## src/rtl/i2s_tx.sv

```systemverilog
// i2s_tx: one-deep sample buffer plus I2S serialiser (BCLK/LRCLK/SDATA) driven from the system clock.
// Rev 1.0 - initial release.
`default_nettype none

module i2s_tx #(
  parameter int BCLK_DIV  = 8,
  parameter int SLOT_BITS = 32
) (
  input  logic        Clk,
  input  logic        Reset_n,
  input  logic [23:0] sample_in,
  input  logic        sample_valid,
  output logic        sample_ready,
  output logic        i2s_bclk,
  output logic        i2s_lrclk,
  output logic        i2s_sdata,
  output logic        frame_start,
  output logic        underrun
);

  localparam int              FRAME_BITS = 2 * SLOT_BITS;
  localparam int              CW         = $clog2(FRAME_BITS);
  localparam logic [7:0]      DIV_LAST   = 8'(BCLK_DIV - 1);
  localparam logic [CW-1:0]   BIT_LAST   = CW'(FRAME_BITS - 1);
  localparam logic [CW-1:0]   SLOT       = CW'(SLOT_BITS);

  logic [7:0]    div_cnt;
  logic [CW-1:0] bit_cnt;
  logic          hold_full;
  logic [23:0]   hold_reg;
  logic [23:0]   frame_reg;

  logic          tc;
  logic          fall;
  logic [CW-1:0] next_bit;
  logic [CW-1:0] slot_pos;
  logic          frame_load;
  logic          accept;
  logic          sdata_next;
  logic [4:0]    msb_idx;

  assign tc           = (div_cnt == DIV_LAST);
  assign fall         = tc && i2s_bclk;
  assign next_bit     = (bit_cnt == BIT_LAST) ? '0 : bit_cnt + 1'b1;
  assign slot_pos     = (next_bit >= SLOT) ? next_bit - SLOT : next_bit;
  assign frame_load   = fall && (next_bit == '0);
  assign accept       = sample_valid && !hold_full;
  assign sample_ready = !hold_full;

  // Slot position 0 is the I2S one-bit delay; positions 1..24 carry MSB..LSB.
  always_comb begin
    sdata_next = 1'b0;
    msb_idx    = 5'd0;
    if (slot_pos >= CW'(1) && slot_pos <= CW'(24)) begin
      msb_idx    = 5'(CW'(24) - slot_pos);
      sdata_next = frame_reg[msb_idx];
    end
  end

  always_ff @(posedge Clk or negedge Reset_n) begin
    if (!Reset_n) begin
      div_cnt     <= '0;
      bit_cnt     <= BIT_LAST;
      i2s_bclk    <= 1'b0;
      i2s_lrclk   <= 1'b0;
      i2s_sdata   <= 1'b0;
      frame_start <= 1'b0;
      underrun    <= 1'b0;
      hold_full   <= 1'b0;
      hold_reg    <= '0;
      frame_reg   <= '0;
    end else begin
      frame_start <= 1'b0;
      underrun    <= 1'b0;

      if (tc) begin
        div_cnt  <= '0;
        i2s_bclk <= ~i2s_bclk;
      end else begin
        div_cnt  <= div_cnt + 8'd1;
      end

      if (fall) begin
        bit_cnt   <= next_bit;
        i2s_lrclk <= (next_bit >= SLOT);
        i2s_sdata <= sdata_next;
      end

      // On an empty buffer the previous sample repeats and the gap is flagged.
      if (frame_load) begin
        frame_start <= 1'b1;
        if (hold_full) begin
          frame_reg <= hold_reg;
        end else begin
          underrun  <= 1'b1;
        end
      end

      if (accept) begin
        hold_reg  <= sample_in;
        hold_full <= 1'b1;
      end else if (frame_load) begin
        hold_full <= 1'b0;
      end
    end
  end

endmodule

`default_nettype wire

```

## config.mk

```make
export PLATFORM = sky130hd
export DESIGN_NAME = i2s_tx
export DESIGN_NICKNAME = d
export VERILOG_FILES = /design/src/rtl/i2s_tx.sv
export SDC_FILE = /design/constraint.sdc
export NUM_CORES = 1
export LEC_CHECK = 0
export ABC_AREA = 0
export ABC_CLOCK_PERIOD_IN_PS = 7900
export BUFFER_PORTS_ARGS = -buffer_cell sky130_fd_sc_hd__buf_2
export CAP_MARGIN = 10
export CORE_MARGIN = 2
export CORE_UTILIZATION = 65
export CTS_BUF_LIST = sky130_fd_sc_hd__clkbuf_4 sky130_fd_sc_hd__clkbuf_8
export CTS_CLUSTER_DIAMETER = 40
export DETAILED_ROUTE_END_ITERATION = 10
export GPL_TIMING_DRIVEN = 0
export PLACE_DENSITY = 0.87
export SLEW_MARGIN = 25
export SYNTH_ARGS = -nofsm -noshare
export SYNTH_HDL_FRONTEND = slang
export SYNTH_SLANG_ARGS = --single-unit
```

## constraint.sdc

```tcl
create_clock -name Clk -period 7.9 [get_ports Clk]
set_clock_uncertainty 0.15 [all_clocks]
set_input_delay 0.79 -clock Clk [delete_from_list [all_inputs] [get_ports Clk]]
set_output_delay 0.79 -clock Clk [all_outputs]
set_load 0.01 [all_outputs]
```

==> flow_summary.toml <==
[run_status]
outcome = "complete, no violations"

[floorplanning]
start_util = 0.6710
rows = 25
core_mm2 = 0.004723
die_width_um = 73.83
io_pins = 33
die_area_mm2 = 0.005450
die_height_um = 73.83

[power]
power.density_mw_per_mm2 = 190.1
power.total_mw = 0.6931
power_leakage_nw = 1.698
ir_worst_vdd_uv = 145.1

[worst_setup_path]
crit_top_cell = "inv_1"
crit_buf_inv = 4
setup.worst_path.class = "reg2reg"
cp-start-kind = "register"
required_ns = 7.96
cp_max_fo = 10
endpoint_kind = "register"
crit_chain = "clkbuf_1, inv_1, ha_1, buf_1, inv_1, o41ai_1, o221ai_1, a211oi_1, o31ai_1"
max_stage_delay_ns = 0.61
worst_ep_arrival_time_ns = 3.67
cp_slowest_cell = "dfstp_2"
critPathTopFamily = "compound AO/OA/AOI/OAI gates"

[detailed_routing]
drc_errors = 0
firstDrtPassIters = 4
drt-total-wl_um = 6002
avgRoutedWirePerCell_um = 16.31
drt-initial-drc-count = 192
postRouteAntennaNets = 0
via_per_inst = 5.728
routed-via-count = 2108

[sta]
tightest_slew_ns = 0.5935
rsz0062_at_grt = "false"
drv_slew = 0
fmax_mhz = 276.9
tns_ns = 0
report.final.setup_viol = 0
hold_viol = 0
slew-limit-headroom = 0.6014
fin_ws_ns = 4.288
fin_crit_sh = 0.4572
fin_crit_ns = 3.612

[finish]
layout_commonest_cell = "dfrtp_1"
mostFrequentLayoutCells = "dfrtp_1 (62), mux2_2 (48), buf_2 (31)"
area_growth_pct = 15.04
finalNetCount = 327
antenna_cells = 0
drive_above_1_share = 0.3887
fin_util = 0.7719

[logic_synthesis]
syn_nets = 283
ys_warn_count = 0
synth_top_area_frac = 0.4895
synth_cell_types = 48
syn_area_mm2 = 0.003169
async_reset_ff_frac = 1.000
yosys-top-cells-area = "dfrtp_1 (49%), mux2_2 (17%), dfstp_2 (5.0%)"
postSynthCellCount = 253
yosys.area.top_type = "dfrtp_1"
synth_edf_count = 0
synth_seq_area_share = 0.5393
ys_ff_latch = 68
synth_ff_type = "dfrtp_1"
syn_avg_cell_area_um2 = 12.53

[clock_network]
cts.sinks = 68
numCtsBuffers = 9
clock_path_buffers = 2
post_cts_buffers = 0
post_cts_resized = 0
cts_hold_buffers = 0
clk_latency_ns = 0.33
cts_tree = "done"
clk_pin_slew_ns = 0.07
cts-root-buf = "clkbuf_8"
htreeDepth = 3

[grt]
grt_pass1_vias = 2098
grt_pass1_wl_um = 10100
antenna_found_initial = 0
grt_overflow = 0
grt_use_total = 0.2514
grt_max_degree = 45

[flow_run]
maxCapViolCount = 0

[placed_design]
dp_slack_ns = 4.281
gp_congestion = 0.9223
dpl.hpwl_um = 4288
io_buffers = 32

[min_path]
min_path_type = "in2async"
==> kinds of logic (layout without fill, tap and decap cells) <==
group / count (synthesis) / after routing / synth area share
buffers and inverters: 19 / 67 / 0.02961
xor gates and xnor gates: 12 / 12 / 0.03317
DFF: 68 / 68 / 0.5393
AOI/OAI and AO/OA: 33 / 33 / 0.07620
and+or+nand+nor: 62 / 62 / 0.1102
muxes: 56 / 56 / 0.1998
adders and majority gates: 3 / 3 / 0.01184
==> worst paths after layout <==
check / from / endpoint / slack, ns / depth (start not counted)
worst min register to register: i2s_lrclk / i2s_lrclk / 0.32 / 2
worst max-delay path: bit_cnt[0] / i2s_sdata / 4.29 / 9
max in group asynchronous: Reset_n / bit_cnt[1] / 6.82 / 2
min in group Clk: i2s_lrclk / i2s_lrclk / 0.32 / 2
worst max register to register: bit_cnt[0] / i2s_sdata / 4.29 / 9
worst min-delay path: Reset_n / div_cnt[5] / 0.19 / 1
==> per-layer routing <==
layer  track usage  part of all wire  vias to the layer above
met5             0                 0                        -
met4        0.1091             0.020                        0
met3       0.05075             0.034                       13
met2        0.4167              0.51                       55
met1        0.3199              0.43                     1036
li1              -                 -                     1004
==> stage by stage <==
| stage | instances | hold WS (ns) | cell area (um2) |
|---|---|---|---|
| after CTS | 368 | 0.1948 | 3646 |
| after global routing | 368 | 0.2068 | 3646 |
| final | 368 | 0.1939 | 3646 |
| after global placement | 352 | 0.2935 | 3413 |
| after floorplan | 253 | 0.2744 | 3169 |
| after detailed placement | 353 | 0.3105 | 3436 |
==> cells in the mapped netlist, types with 2 or more instances <==
cell,n
o221ai_1,2
buf_6,3
o31ai_1,2
o2111ai_1,2
o21ai_0,4
mux2i_1,7
ha_1,3
and3_2,2
nor2_1,11
dfrtp_1,62
and3_1,3
nor4_1,3
xnor2_1,9
dfstp_2,6
xor2_1,3
inv_1,4
mux2_2,48
a211oi_1,3
nand2_1,15
a31oi_1,2
a21oi_1,7
and2_1,2
clkbuf_1,11
nor3_1,6
nand3_1,10
==> area by class of cell <==
class / instances / area, um2
Sequential cell: 68 / 1709
Multi-Input combinational cell: 166 / 1366
Tap cell: 67 / 83.83
Buffer: 15 / 78.83
Inverter: 4 / 15.01
Clock buffer: 14 / 180.2
Fill cell: 321 / 1077
Timing Repair Buffer: 33 / 182.7
Clock inverter: 1 / 30.03
==> power breakdown <==
part / total [mW] / switching, mW / internal, mW
Combinational: 0.0276 / 0.0117 / 0.0159
Clock: 0.295 / 0.118 / 0.177
Sequential: 0.370 / 0.00739 / 0.363
No activity file was read; power rests on OpenSTA's default activity.
